**config.mk**
```make
export PLATFORM = sky130hd
export DESIGN_NAME = part_1_init_lockstep
export DESIGN_NICKNAME = d
export VERILOG_FILES = /design/src/rtl/part_1_init_lockstep.sv
export SDC_FILE = /design/constraint.sdc
export NUM_CORES = 1
export LEC_CHECK = 0
export ABC_AREA = 1
export ABC_CLOCK_PERIOD_IN_PS = 4550
export BUFFER_PORTS_ARGS = -buffer_cell sky130_fd_sc_hd__buf_2
export CORE_UTILIZATION = 45
export DETAILED_ROUTE_END_ITERATION = 10
export HOLD_SLACK_MARGIN = 0.1
export PLACE_DENSITY_LB_ADDON = 0.25
export SLEW_MARGIN = 20
export SYNTH_ARGS = -nofsm -noshare
export SYNTH_HDL_FRONTEND = slang
export SYNTH_SLANG_ARGS = --single-unit
```
**constraint.sdc**
```tcl
create_clock -name clk_i -period 4.55 [get_ports clk_i]
set_input_delay 0.2275 -clock clk_i [delete_from_list [all_inputs] [get_ports clk_i]]
set_output_delay 0.2275 -clock clk_i [all_outputs]
set_load 0.02 [all_outputs]
```
**src/rtl/part_1_init_lockstep.sv**
```systemverilog
// Initiator-side lockstep controller: snapshots part-1 write channels on each
// mission-clock edge, ships them to the target and freezes the clock until the response returns.
//
// state    | meaning
// ---------+-------------------------------------------------------------
// IDLE     | mission clock running, waiting for a clk_0_h rising edge
// SEND     | streaming snapshot vectors idx 0..NUM_CH-1 to the transport
// WAIT_RSP | all vectors sent, clock frozen, waiting for target response
// ERROR    | watchdog expired; clock stays frozen until reset
module part_1_init_lockstep #(
    parameter int N            = 9,
    parameter int NUM_CH       = 3,
    parameter int WATCHDOG_MAX = 10000,
    parameter int WD_W         = 14
) (
    input  logic         clk_i,
    input  logic         rst_n_i,
    input  logic         clk_0_h,
    input  logic         run_en,
    input  logic         wen0,
    input  logic         wen1,
    input  logic         wen2,
    input  logic [7:0]   i_data0,
    input  logic [7:0]   i_data1,
    input  logic [7:0]   i_data2,
    output logic [3:0]   freeze_clk,
    output logic         tx_valid,
    input  logic         tx_ready,
    output logic [1:0]   tx_index,
    output logic [N-1:0] tx_payload,
    input  logic         rx_valid,
    input  logic [N-1:0] rx_payload,
    output logic         valid,
    output logic [7:0]   o_data,
    output logic         busy,
    output logic         wd_error,
    output logic         ovr_error
);

    typedef enum logic [1:0] {
        IDLE     = 2'd0,
        SEND     = 2'd1,
        WAIT_RSP = 2'd2,
        ERROR    = 2'd3
    } state_t;

    localparam logic [1:0]      LAST_IDX = 2'(NUM_CH - 1);
    // Watchdog is a down-counter: loaded on WAIT_RSP entry, expires at zero.
    localparam logic [WD_W-1:0] WD_LOAD  = WD_W'(WATCHDOG_MAX - 1);

    state_t                      state_q, state_d;
    logic [1:0]                  idx_q, idx_d;
    logic [WD_W-1:0]             wd_q, wd_d;
    logic                        clk_0_d;
    logic [NUM_CH-1:0][N-1:0]    snap_q, snap_d;
    logic                        freeze_q, freeze_d;
    logic                        valid_q, valid_d;
    logic [7:0]                  o_data_q, o_data_d;
    logic                        wd_error_q, wd_error_d;
    logic                        ovr_error_q, ovr_error_d;
    logic                        mission_edge;
    logic [N-1:0]                cur_payload;

    assign mission_edge = clk_0_h & ~clk_0_d;

    always_comb begin
        case (idx_q)
            2'd1:    cur_payload = snap_q[1];
            2'd2:    cur_payload = snap_q[2];
            default: cur_payload = snap_q[0];
        endcase
    end

    always_comb begin
        state_d     = state_q;
        idx_d       = idx_q;
        wd_d        = wd_q;
        snap_d      = snap_q;
        freeze_d    = freeze_q;
        valid_d     = valid_q;
        o_data_d    = o_data_q;
        wd_error_d  = wd_error_q;
        ovr_error_d = ovr_error_q;
        tx_valid    = 1'b0;
        tx_index    = 2'd0;
        tx_payload  = '0;

        case (state_q)
            IDLE: begin
                if (mission_edge && run_en) begin
                    snap_d[0] = {wen0, i_data0};
                    snap_d[1] = {wen1, i_data1};
                    snap_d[2] = {wen2, i_data2};
                    idx_d     = 2'd0;
                    freeze_d  = 1'b1;
                    state_d   = SEND;
                end
            end
            SEND: begin
                tx_valid   = 1'b1;
                tx_index   = idx_q;
                tx_payload = cur_payload;
                if (tx_ready) begin
                    if (idx_q == LAST_IDX) begin
                        idx_d   = 2'd0;
                        wd_d    = WD_LOAD;
                        state_d = WAIT_RSP;
                    end else begin
                        idx_d = idx_q + 2'd1;
                    end
                end
            end
            WAIT_RSP: begin
                if (rx_valid) begin
                    valid_d  = rx_payload[N-1];
                    o_data_d = rx_payload[7:0];
                    freeze_d = 1'b0;
                    state_d  = IDLE;
                end else if (wd_q == '0) begin
                    wd_error_d = 1'b1;
                    state_d    = ERROR;
                end else begin
                    wd_d = wd_q - 1'b1;
                end
            end
            default: begin
                // ERROR absorbs everything, including rx_valid, until reset.
                freeze_d = 1'b1;
            end
        endcase

        if (mission_edge && (state_q != IDLE)) begin
            ovr_error_d = 1'b1;
        end
    end

    always_ff @(posedge clk_i or negedge rst_n_i) begin
        if (!rst_n_i) begin
            state_q     <= IDLE;
            idx_q       <= 2'd0;
            wd_q        <= '0;
            clk_0_d     <= 1'b0;
            snap_q      <= '0;
            freeze_q    <= 1'b0;
            valid_q     <= 1'b0;
            o_data_q    <= 8'h00;
            wd_error_q  <= 1'b0;
            ovr_error_q <= 1'b0;
        end else begin
            state_q     <= state_d;
            idx_q       <= idx_d;
            wd_q        <= wd_d;
            clk_0_d     <= clk_0_h;
            snap_q      <= snap_d;
            freeze_q    <= freeze_d;
            valid_q     <= valid_d;
            o_data_q    <= o_data_d;
            wd_error_q  <= wd_error_d;
            ovr_error_q <= ovr_error_d;
        end
    end

    assign freeze_clk = {3'b000, freeze_q};
    assign valid      = valid_q;
    assign o_data     = o_data_q;
    assign busy       = (state_q != IDLE);
    assign wd_error   = wd_error_q;
    assign ovr_error  = ovr_error_q;

endmodule
```
==> results of run 1 <==
[cell usage after synthesis, types with 4 or more instances]
master	instances	share of area, %
buf_4	5	1.2
nand2_1	79	9.7
nor2_4	4	1.5
o21ai_1	6	0.98
nor2_1	15	1.8
a31o_2	7	2.0
nand3_1	12	2.0
mux2_2	36	13
ha_1	8	3.3
xor2_1	5	1.4
dfrtp_1	58	47
inv_1	37	4.5
o21ai_0	16	2.6
[flip-flops by register name, summed over array words and instances (netlist names)]
| signal | count |
|---|---|
| clk_0_d | 1 |
| freeze_q | 1 |
| idx_q | 2 |
| o_data | 8 |
| ovr_error | 1 |
| snap_q | 27 |
| state_q | 2 |
| valid | 1 |
| wd_error | 1 |
| wd_q | 14 |
[cell usage in the layout (no fill, tap or decap), types with 4 or more instances in the layout]
cell,netlist,routed
nand2_1,79,79
mux2_2,36,36
a31o_2,7,7
o21ai_0,16,16
clkbuf_8,0,11
xor2_1,5,5
nand3_1,12,12
inv_1,37,37
dfrtp_1,58,58
nor2_4,4,4
o21ai_1,6,6
ha_1,8,8
buf_2,3,66
nor2_1,15,15
[kinds of logic (layout without fill, tap and decap cells)]
family	Yosys count	in the layout	synth area share (%)
buffers and inverters	52	122	7.83
and+or+nand+nor	123	123	18.8
DFF	58	58	47.3
AOI/OAI and AO/OA	39	39	7.96
adders and majority gates	8	8	3.26
other	1	3	0.122
muxes	36	36	13.2
xor gates and xnor gates	5	5	1.43
[through the flow]
step	util (%)	hold WS, ns	instances	total power, mW
after floorplan	-	-0.0681	324	1.65
after global placement	52.9	0.350	455	1.89
after detailed placement	52.9	0.351	455	1.93
after CTS	56.1	0.106	471	2.40
after global routing	56.1	0.110	471	2.56
final	56.1	0.119	471	2.38
[final cells by class]
type	instances	area (µm²)
fill	588	2830
sequential	58	1450
multi-input combinational	214	1380
timing repair buffer	69	358
clock buffer	11	151
inverter	39	146
tap	77	96.3
clock inverter	3	40.0
[where the power goes]
group          switching (mW)  total [mW]  internal, mW
sequential              0.119       0.847         0.728
clock                   0.192       0.467         0.275
combinational           0.641        1.07         0.424
total                   0.953        2.38          1.43
[critical path: stages (launching register included)]
cell and delay [ns]:
dfrtp_1 0.40, inv_1 0.08, ha_1 0.62, o21ai_0 0.18
a31o_2 0.26, inv_1 0.05, buf_2 0.15
[worst max path at each step]
stage	endpoint	cells past startpoint
CTS	tx_payload[3]	6
floorplan	tx_payload[3]	6
global route	tx_payload[8]	6
finish	tx_payload[0]	6
global placement	wd_q[10]$_DFFE_PN0P_	9
detailed placement	wd_q[3]$_DFFE_PN0P_	9
[routing by layer]
layer	vias to the layer above	track usage (%)	part of all wire, %	wire (µm)
li1	1163	-	-	-
met1	1097	25.5	48	2850
met2	58	28.4	46	2750
met3	13	3.24	4.0	237
met4	0	9.71	2.4	144
met5	-	0	0	0
==> results.json, run 1 <==
{
  "yosysWarnings": 0,
  "die_h_um": 84.6,
  "worst_clock_skew_ns": 0.00526,
  "holdPathEnd": "snap_q[18]$_DFFE_PN0P_",
  "startpoint": "idx_q[0]$_DFFE_PN0P_",
  "hold_buffers": 2,
  "ctsHtreeMaxLevel": 3,
  "final_area_um2": 3630,
  "grt_max_degree": 59,
  "ys_types": 32,
  "syn-cell-area_um2": 3070,
  "grt_use_total_pct": 18.6,
  "core-area_um2": 6460,
  "areaGrowthSynthToFinish_pct": 18.2,
  "hold_path.class": "input port to register",
  "num_vias": 2331,
  "layout_worst_path_cycle_share_pct": 50.3,
  "start_util_pct": 47.5,
  "max_cap_violations": 0,
  "numCtsBuffers": 9,
  "dr.pass1.iters": 7,
  "leakagePower_nw": 1.85,
  "detailedRoute.firstIterationViolations": 95,
  "cts.sinks": 58,
  "row_count": 29,
  "critPathLaunchType": "register",
  "required_ns": 4.32,
  "root_buffer": "clkbuf_8",
  "tritoncts": "yes",
  "grt_overflow_total": 0,
  "die_x_um": 84.6,
  "die_area_um2": 7150,
  "remaining_drc_errors": 5,
  "wl_per_cell_um": 12.7,
  "r2r-end": "wd_q[10]$_DFFE_PN0P_",
  "gp_congestion": 0.769,
  "synth_seq_cells": 58,
  "drive_above_1_share_pct": 36.5,
  "setup-tns-final_ns": 0,
  "grt_pass1_vias": 2288,
  "worst_slew_pin_slew_ns": 0.730,
  "cp.arrival_ns": 2.06,
  "viasPerCell": 4.95,
  "min-delay-start": "i_data2[0]",
  "cts_resized": 0,
  "fin_nets": 441,
  "final-max-slew-violation-count": 0,
  "rr_worst_depth": 9,
  "end_kind": "primary output",
  "diodes": 0,
  "synthArstFlopShare_pct": 100,
  "max_freq_ghz": 0.437,
  "timing.rr.start": "state_q[0]$_DFFE_PN0P_",
  "worst_slack_ns": 2.26,
  "clk_latency_ns": 0.33,
  "hpwlAfterDp_um": 4240,
  "synth-edff-count": 0,
  "timing.hold.worst_path_depth": 2,
  "r2r_slack_ns": 2.53,
  "final_hold_viol_count": 0,
  "relSlewSlack_pct": 51.4,
  "syn_area_per_cell_um2": 9.52,
  "power_density_nw_per_um2": 656,
  "portBuffers": 66,
  "syn_inst": 322,
  "period_minus_slack_ns": 2.29,
  "grt_first_pass_wirelength_um": 10300,
  "path_max_fanout": 18,
  "drtAntennaViolNets": 0,
  "ir_worst_vdd_mv": 0.331,
  "cts_setup_buffers": 0,
  "placed_area_um2": 3410,
  "post-place-ws_ns": 2.48,
  "wl_um": 5980,
  "ios": 70,
  "clk_path_buf_depth": 2,
  "violations": "design-rule violations",
  "worstSetupPathType": "register to primary output",
  "grt_setup_unrepaired": "no",
  "cts.reportedPaths.clkPinSlew_ns": 0.06,
  "seq_area_frac_synth_pct": 47.3,
  "antenna_found_initial": 0,
  "finalSetupViolations": 0,
  "status": "finished with violations",
  "synth_ff_type": "dfrtp_1"
}
Power figures use the tool's default switching activity.
==> inputs of run 2 (changes only) <==
--- a/config.mk
+++ b/config.mk
@@ -6,7 +6,7 @@
 export NUM_CORES = 1
 export LEC_CHECK = 0
 export ABC_AREA = 1
-export ABC_CLOCK_PERIOD_IN_PS = 4550
+export ABC_CLOCK_PERIOD_IN_PS = 1900
 export BUFFER_PORTS_ARGS = -buffer_cell sky130_fd_sc_hd__buf_2
 export CORE_UTILIZATION = 45
 export DETAILED_ROUTE_END_ITERATION = 10
==> constraint.sdc (replaced) <==
create_clock -name clk_i -period 1.9 [get_ports clk_i]
set_input_delay 0.095 -clock clk_i [delete_from_list [all_inputs] [get_ports clk_i]]
set_output_delay 0.095 -clock clk_i [all_outputs]
set_load 0.02 [all_outputs]
==> run 2 against run 1 <==
The flow still finishes with violations (design-rule violations). Clock-buffer cell count is 1 higher. Sequential power is 140% higher. Setup slack worse by 2.2 ns. Combinational power grew to 2.7 times the previous value. Wire length is 16% higher. Design area is 13% higher. Critical endpoint is now tx_payload[2]. Largest power group unchanged.
==> results.json, run 2 (synthesized netlist as in run 1, its figures left out) <==
{
  "status": "finished with violations",
  "violations": "design-rule violations",
  "ir_worst_vdd_mv": 0.814,
  "viasPerCell": 4.85,
  "relSlewSlack_pct": 61.6,
  "wl_per_cell_um": 13.4,
  "critPathLaunchType": "register",
  "end_kind": "primary output",
  "fillers": 529,
  "tritoncts": "yes",
  "worst_slew_pin_slew_ns": 0.575,
  "antenna_found_initial": 0,
  "path_buf_inv": 4,
  "numCtsBuffers": 9,
  "clk_latency_ns": 0.33,
  "busiest_layer": "met2",
  "seq_area_um2": 1450,
  "worst_slack_ns": 0.0512,
  "ctsHtreeMaxLevel": 3,
  "cts.reportedPaths.clkPinSlew_ns": 0.06,
  "root_buffer": "clkbuf_8",
  "crit_family": "buffers and inverters",
  "wl_um": 6950,
  "worstSetupPathType": "register to primary output",
  "num_vias": 2515,
  "grt_use_total_pct": 20.3,
  "grt_overflow_total": 0,
  "drive_above_1_share_pct": 36.4,
  "period_minus_slack_ns": 1.85,
  "grtUsageMet3_pct": 4.92,
  "setup-tns-final_ns": 0,
  "cp_cell_sequence": "inv_2 -> ha_2 -> buf_6 -> nand2_1 -> a31o_2 -> inv_1 -> buf_2",
  "use_met2_pct": 33.9,
  "final_cell_mix": "nand2_1, buf_2, dfrtp_1",
  "drtAntennaViolNets": 0,
  "grt_pass1_vias": 2441,
  "gp_congestion": 0.772,
  "slowest_stage": "dfrtp_2",
  "multiInputGateArea_um2": 1420,
  "die_area_um2": 7150,
  "max_stage_delay_ns": 0.43,
  "post-place-ws_ns": 0.0733,
  "hold_path.class": "input port to register",
  "ios": 70,
  "required_ns": 1.80,
  "power_density_nw_per_um2": 1440,
  "path_max_fanout": 9,
  "fin_hold_ws_ns": 0.152,
  "max_freq_ghz": 0.541,
  "cp.arrival_ns": 1.75,
  "dr.pass1.iters": 7,
  "portBuffers": 66,
  "start_util_pct": 47.5,
  "hpwlAfterDp_um": 4430,
  "core-area_um2": 6460,
  "detailedRoute.firstIterationViolations": 136,
  "row_count": 29,
  "cts.sinks": 58,
  "die_h_um": 84.6,
  "layout_commonest_cell": "nand2_1",
  "diodes": 0,
  "grt_max_degree": 35,
  "areaGrowthSynthToFinish_pct": 34.0,
  "max_cap_violations": 0,
  "layout_worst_path_cycle_share_pct": 97.3,
  "finalSetupViolations": 0,
  "final-max-slew-violation-count": 0,
  "remaining_drc_errors": 5,
  "leakagePower_nw": 2.04,
  "use_met1_pct": 25.0,
  "worst_clock_skew_ns": 0.00740,
  "die_x_um": 84.6,
  "clk_path_buf_depth": 2,
  "grt_first_pass_wirelength_um": 11200,
  "fin_nets": 488,
  "largest_reg_flops": 27,
  "final_hold_viol_count": 0,
  "regMostFlops": "snap_q"
}
[run 2: final timing paths]
kind / to / start / cells past startpoint / slack [ns]
setup / recovery: tx_payload[2] / idx_q[0]$_DFFE_PN0P_ / 7 / 0.05
hold / removal: wd_error$_DFFE_PN0P_ / rx_valid / 4 / 0.15
setup reg to reg: wd_q[13]$_DFFE_PN0P_ / state_q[0]$_DFFE_PN0P_ / 8 / 0.20
hold reg to reg: ovr_error$_DFFE_PN0P_ / ovr_error$_DFFE_PN0P_ / 1 / 0.46
max in group asynchronous: idx_q[0]$_DFFE_PN0P_ / rst_n_i / 3 / 1.01
min in group asynchronous: o_data[4]$_DFFE_PN0P_ / rst_n_i / 2 / 0.29
[run 2: per-stage QoR]
stage	cells	util, %	instance area (µm²)	power (mW)
CTS	513	62.5	4030	5.74
global route	519	63.6	4110	6.32
global placement	460	53.8	3480	4.57
floorplan	324	-	3070	3.96
detailed placement	460	53.8	3480	4.67
finish	519	63.6	4110	5.92
[run 2: final cells by class]
class / instances / share of cell area [%]
sequential: 58 / 35.3
multi-input combinational: 214 / 34.6
timing repair buffer: 116 / 20.4
inverter: 39 / 3.56
clock buffer: 12 / 3.29
tap: 77 / 2.34
clock inverter: 3 / 0.426
[run 2: per-layer routing]
metal | wire [µm] | share of wire (%) | vias up
li1 | - | - | 1261
met2 | 3440 | 50 | 73
met4 | 179 | 2.6 | 0
met5 | 0 | 0 | -
met1 | 2970 | 43 | 1163
met3 | 354 | 5.1 | 18
[run 2: where the power goes]
| group | total (mW) | internal (mW) | switching [mW] |
|---|---|---|---|
| registers | 2.06 | 1.74 | 0.312 |
| clock network | 0.929 | 0.462 | 0.467 |
| logic | 2.93 | 1.26 | 1.67 |
[run 2: what timing repair did]
item / 4_1_cts / 5_1_grt
setup buffers: 0 / 6
setup endpoints to repair: 9 / 8
resized for setup: 7 / 10
hold buffers: 38 / 0
pin swaps: 0 / 1
hold endpoints to repair: 61 / 0
cloned: 0 / 0
[run 2: worst register-to-register path: cells and delay by family (launching register included)]
kind | cells | cell delay (ns)
compound gates | 1 | 0.10
fa+ha+maj | 1 | 0.27
buf+inv | 1 | 0.10
flops | 1 | 0.43
simple gates | 5 | 0.70
